**src/rtl/seq_divider.sv**
```systemverilog
// Sequential restoring divider: WP-bit dividend by WM-bit divisor, one quotient
// bit per clock, MSB first, with a start/busy/done handshake.
//
// state | meaning
// ------+----------------------------------------------------------------
// IDLE  | waiting for start; operands are latched on the accepting edge
// CALC  | one restoring iteration per edge, exactly WP iterations
// DONE  | results are registered; the next edge returns to IDLE
module seq_divider #(
    parameter int WP = 8,
    parameter int WM = 4
) (
    input  logic          clk,
    input  logic          rst_n,
    input  logic          start,
    input  logic [WP-1:0] p,
    input  logic [WM-1:0] m,
    output logic          busy,
    output logic          done,
    output logic [WP-1:0] q,
    output logic [WM-1:0] r,
    output logic          dz
);

    localparam int CW = $clog2(WP) + 1;

    localparam logic [1:0] IDLE = 2'd0;
    localparam logic [1:0] CALC = 2'd1;
    localparam logic [1:0] DONE = 2'd2;

    logic [1:0]    state;
    logic [WP-1:0] dReg;
    logic [WM-1:0] mReg;
    logic [WM:0]   rReg;
    logic [CW-1:0] cnt;

    logic [WM:0]   tVal;
    logic          qBit;
    logic [WM:0]   rNext;
    logic [WP-1:0] dNext;

    // Bit WM of the trial value is only ever a transient; the restore keeps R < M.
    always_comb begin
        tVal  = {rReg[WM-1:0], dReg[WP-1]};
        qBit  = (tVal >= {1'b0, mReg});
        rNext = qBit ? (tVal - {1'b0, mReg}) : tVal;
        dNext = {dReg[WP-2:0], qBit};
    end

    assign busy = (state != IDLE);

    always_ff @(posedge clk or negedge rst_n) begin
        if (!rst_n) begin
            state <= IDLE;
            dReg  <= '0;
            mReg  <= '0;
            rReg  <= '0;
            cnt   <= '0;
            q     <= '0;
            r     <= '0;
            dz    <= 1'b0;
            done  <= 1'b0;
        end else begin
            // done trails the DONE state by one cycle, so it shows in the IDLE
            // cycle that can already accept the next start.
            done <= (state == DONE);
            case (state)
                IDLE: begin
                    if (start) begin
                        dReg <= p;
                        mReg <= m;
                        rReg <= '0;
                        cnt  <= '0;
                        if (m == '0) begin
                            state <= DONE;
                            q     <= '1;
                            r     <= '0;
                            dz    <= 1'b1;
                        end else begin
                            state <= CALC;
                        end
                    end
                end
                CALC: begin
                    rReg <= rNext;
                    dReg <= dNext;
                    cnt  <= cnt + CW'(1);
                    if (cnt == CW'(WP - 1)) begin
                        state <= DONE;
                        q     <= dNext;
                        r     <= rNext[WM-1:0];
                        dz    <= 1'b0;
                    end
                end
                DONE: begin
                    state <= IDLE;
                end
                default: begin
                    state <= IDLE;
                end
            endcase
        end
    end

endmodule

```
**config.mk**
```make
export PLATFORM = sky130hd
export DESIGN_NAME = seq_divider
export DESIGN_NICKNAME = d
export VERILOG_FILES = /design/src/rtl/seq_divider.sv
export SDC_FILE = /design/constraint.sdc
export NUM_CORES = 1
export LEC_CHECK = 0
export CORE_ASPECT_RATIO = 0.75
export CORE_MARGIN = 10
export CORE_UTILIZATION = 40
export DETAILED_ROUTE_END_ITERATION = 12
export PLACE_DENSITY = 0.65
export SLEW_MARGIN = 15
export SYNTH_ARGS = -nofsm -noshare
export SYNTH_HDL_FRONTEND = slang
export SYNTH_SLANG_ARGS = --single-unit
export TNS_END_PERCENT = 30
```
**constraint.sdc**
```tcl
create_clock -name clk -period 1.8 [get_ports clk]
set_clock_uncertainty 0.15 [all_clocks]
set_input_delay 0.54 -clock clk [delete_from_list [all_inputs] [get_ports clk]]
set_output_delay 0.54 -clock clk [all_outputs]
set_load 0.1 [all_outputs]
```
# Yosys cells after proc, flatten, opt, wreduce, memory -nomap -nowiden
# Index checks and enable logic that the tools add are counted.
# W data, S select, Z words.
[op_classes]
addsub = 2
multipliers = 0
n_div = 0
order_cmp = 1
n_eq_ne = 6
n_shift = 0
muxes = 23
bitwise = 0
reduce_logical = 8
[op_table]
columns = ["cell", "n"]
rows = [
  ["$mux W8", 4],
  ["$pmux W8 S2", 2],
  ["$mux W4", 6],
  ["$pmux W4 S2", 3],
  ["$mux W2", 3],
  ["$ne A2 B2 Y1 const B", 3],
  ["$reduce_and A2 Y1", 3],
  ["$ge A5 B4 Y1", 1],
  ["$add A4 B1 Y4 const B", 1],
  ["$eq A4 B3 Y1 const B", 1],
  ["$logic_not A4 Y1", 1],
  ["$pmux W2 S2", 1],
  ["$reduce_and A4 Y1", 1],
  ["$reduce_bool A2 Y1", 2],
  ["$sub A4 B4 Y4", 1],
  ["$mux W1", 3],
  ["$eq A2 B1 Y1 const B", 1],
  ["$eq A2 B2 Y1 const B", 1],
  ["$logic_not A2 Y1", 1],
  ["$pmux W1 S2", 1],
]
[word_totals]
regBits = 36
latch_bits = 0
mem_bits_rw = 0
rom_bits = 0
in_bits = 15
output_inout_bits = 15
wordCells = 49
mem_count = 0

# Longest topological paths before layout
[logic_depth]
ltp_word = 4
mapped_depth = 7
ltp_nobuf = 7

# Least setup slack after synthesis
# OpenSTA, ideal clock, no wires.
[synth_path]
path_type = "reg-to-reg"
from = "register rReg[1]"
to = "register rReg[0]"
setup_time_ns = 0.077
t_arrival_ns = 1.699
required_time_ns = 1.573
slack_ns = -0.125
path_stages_with_launch = 7
n_path_buf = 0
period_less_slack_ns = 1.925
cell_sequence = "dfrtp_1 -> ha_1 -> a21oi_2 -> o21ai_2 -> a21oi_2 -> mux2_4 -> o21ai_1"
[synth_via]
elab_chain_len = 3
[synth_rtl]
columns = ["item", "line_no", "source"]
rows = [
  ["from (decl)", "34", "logic [WM:0] rReg;"],
  ["from (signal assigned)", "85", "rReg <= rNext;"],
  ["$ge A5 B4 Y1", "45", "qBit = (tVal >= {1'b0, mReg});"],
  ["$mux W4", "46", "rNext = qBit ? (tVal - {1'b0, mReg}) : tVal;"],
  ["$pmux W4 S2", "67", "case (state)"],
]
# Every way passes these cells.
# A chain may end at the register's enable or synchronous reset.

# Worst setup path after layout
[layout_path]
from = "register mReg[2]"
to = "register r[2]"
[layout_via]
elab_chain_len = 4
word_cells_on_any_way = 5
classes_between = "1 x add/sub; 1 x order compare; 3 x mux"
[layout_rtl]
columns = ["item", "line_no", "source"]
rows = [
  ["from (decl)", "33", "logic [WM-1:0] mReg;"],
  ["from (signal assigned)", "71", "mReg <= m;"],
  ["$sub A4 B4 Y4 / $ge A5 B4 Y1 (equally long branches)", "46, 45", ""],
  ["$mux W4 *", "46", ""],
  ["$mux W4 *", "88", "if (cnt == CW'(WP - 1)) begin"],
  ["$pmux W4 S2 *", "67", ""],
  ["to (signal assigned)", "91", "r <= rNext[WM-1:0];"],
  ["to (decl)", "21", "output logic [WM-1:0] r,"],
]
# Every way passes the cells marked *; elsewhere a longest branch is shown, timed or not. The select of a mux whose other input is x is not followed.

==> impl_metrics.json <==
{
  "drt-total-wl_mm": 4.55,
  "seqCellArea_sq_um": 901,
  "rsz0062_at_grt": "true",
  "netlist_top_cells_count": "dfrtp_1, nand2_1, nor2_1",
  "synth.distinct_cells": 45,
  "synthesis.nets": 192,
  "path_class": "flip-flop to flip-flop",
  "cts_tree": "built",
  "cts_root_buf": "clkbuf_8",
  "gp_congestion": 0.795,
  "die-area_sq_um": 7620,
  "grt_pass1_wl_mm": 7.45,
  "setup_viol": 13,
  "synth.most_common_cell": "dfrtp_1",
  "ios": 30,
  "place_hpwl_mm": 3.20,
  "arrival_ns": 1.92,
  "firstDrtPassIters": 4,
  "placed_cell_area_sq_um": 2480,
  "fin_util": 0.620,
  "drtAntennaViolNets": 0,
  "multi_input_area_sq_um": 925,
  "numPortBuffers": 29,
  "cts.reportedPaths.clkPinSlew_ns": 0.07,
  "die_x_microns": 97.5,
  "fmax_ghz": 0.524,
  "finalWorstSetupSlack_ns": -0.110,
  "cap_violations": 0,
  "clk_latency_ns": 0.28,
  "diodes": 0,
  "grt_pass1_vias": 1503,
  "cp_max_fo": 5,
  "synth_ff_type": "dfrtp_1",
  "cts-htree-levels": 2,
  "start_util": 0.408,
  "hold_class": "flip-flop to flip-flop",
  "final-max-slew-violation-count": 0,
  "status": "complete, but fails checks",
  "drt-initial-drc-count": 67,
  "wire_per_inst_microns": 15.9,
  "overflow": 0,
  "async_reset_ff_frac": 1.00,
  "slew_headroom": 0.642,
  "cts.sinks": 36,
  "area_growth_syn_to_layout_pct": 51.7,
  "core_sq_um": 4410,
  "vias": 1458,
  "fill_cells": 368,
  "period_minus_slack_ns": 1.91,
  "grtUsageTotal": 0.119,
  "fin_area_sq_um": 2740,
  "synth-warning-count": 0,
  "drive_above_1_share": 0.362,
  "yosys.area.top_type": "dfrtp_1",
  "numCtsBuffers": 5,
  "violations": "setup timing",
  "synth.area.top_cells": "dfrtp_1, a21oi_2, ha_1",
  "hold_viol": 0,
  "die_h_microns": 78.1,
  "startpoint_type": "flip-flop",
  "route.detailed.drc": 0,
  "synth_area_per_cell_sq_um": 10.5,
  "worst_pin_slew_ns": 0.538,
  "yosysTopAreaCellShare": 0.500,
  "post-place-ws_ns": -0.537,
  "antenna_found_initial": 0,
  "synth.ff_latch_count": 36,
  "required_ns": 1.81,
  "seq_area_frac_synth": 0.500,
  "grt_max_degree": 37,
  "cts_hold_buffers": 0,
  "whs_ns": 0.335,
  "viasPerCell": 5.10,
  "fin_crit_sh": 1.06,
  "synth_area_sq_um": 1800,
  "rows": 21,
  "synth_edf_count": 0,
  "end_kind": "flip-flop",
  "cts.path.max_buffers": 2,
  "final_nets": 249,
  "syn-instance-count": 171
}
[repair_timing]
| item | CTS | global route |
|---|---|---|
| pin swaps | 5 | 3 |
| endpoints found under the setup margin | 19 | 20 |
| setup buffers | 4 | 2 |
| cloned | 1 | 0 |
| resized for setup | 17 | 10 |
[cells by family (layout without fill, tap and decap cells)]
kind of cell               Yosys count  after routing  synth area share
and+or+nand+nor                     53             53             0.157
muxes                                8              8            0.0527
AOI/OAI and AO/OA                   50             50             0.196
adders and majority gates            6              6            0.0458
xor gates and xnor gates             1              1           0.00486
DFF                                 36             36             0.500
buffers and inverters               17             75            0.0437
[worst paths after layout]
path                                        to  slack (ns)                 from  cells after the start
max                           r[2]$_DFFE_PN0P_       -0.11  mReg[2]$_DFFE_PN0P_                      7
min reg2reg                 cnt[3]$_DFFE_PN0P_        0.33   cnt[3]$_DFFE_PN0P_                      1
max reg2reg                   r[2]$_DFFE_PN0P_       -0.11  mReg[2]$_DFFE_PN0P_                      7
min in group asynchronous  rReg[0]$_DFFE_PN0P_        0.47                rst_n                      2
max in group asynchronous  mReg[1]$_DFFE_PN0P_        0.84                rst_n                      2
min                         cnt[3]$_DFFE_PN0P_        0.33   cnt[3]$_DFFE_PN0P_                      1
[worst max-delay path, stage by stage (launching register included)]
cell and delay, ns:
dfrtp_1 0.37, inv_2 0.08, ha_4 0.22, a21oi_4 0.18
o21ai_4 0.10, a21oi_4 0.27, mux2i_2 0.29, o22ai_1 0.11
[stage by stage]
step,cells,TNS (ns)
after floorplan,171,-0.0129
after global placement,271,-7.70
after detailed placement,271,-9.05
after CTS,284,-0.584
after global routing,286,-1.87
final,286,-0.769
[metal layers]
layer | part of all wire | GRT usage
met5 | 0 | 0
met2 | 0.47 | 0.184
met1 | 0.49 | 0.158
met3 | 0.028 | 0.0306
met4 | 0.0097 | 0.0377
[sequential cells by signal, summed over array words and instances (netlist names)]
name / flops
cnt: 4
done: 1
r: 4
state: 2
q: 8
rReg: 4
dz: 1
dReg: 8
mReg: 4
[placed cells by master, fill, tap and decap left out, types with 6 or more instances in the layout]
cell type,count
dfrtp_1,36
inv_1,7
a21oi_2,6
nor2b_1,7
clkdlybuf4s50_1,10
nor2_1,14
o21ai_0,12
nand2_1,14
buf_4,25
clkbuf_8,6
buf_12,18
[layout make-up]
type	instances	area share
Clock buffer	8	0.0329
Inverter	9	0.0124
Multi-Input combinational cell	118	0.338
Sequential cell	36	0.329
Tap cell	57	0.0261
Timing Repair Buffer	58	0.261
Power is not shown: default switching activity piles up to over one toggle a cycle in this logic, so the estimate is an artifact.
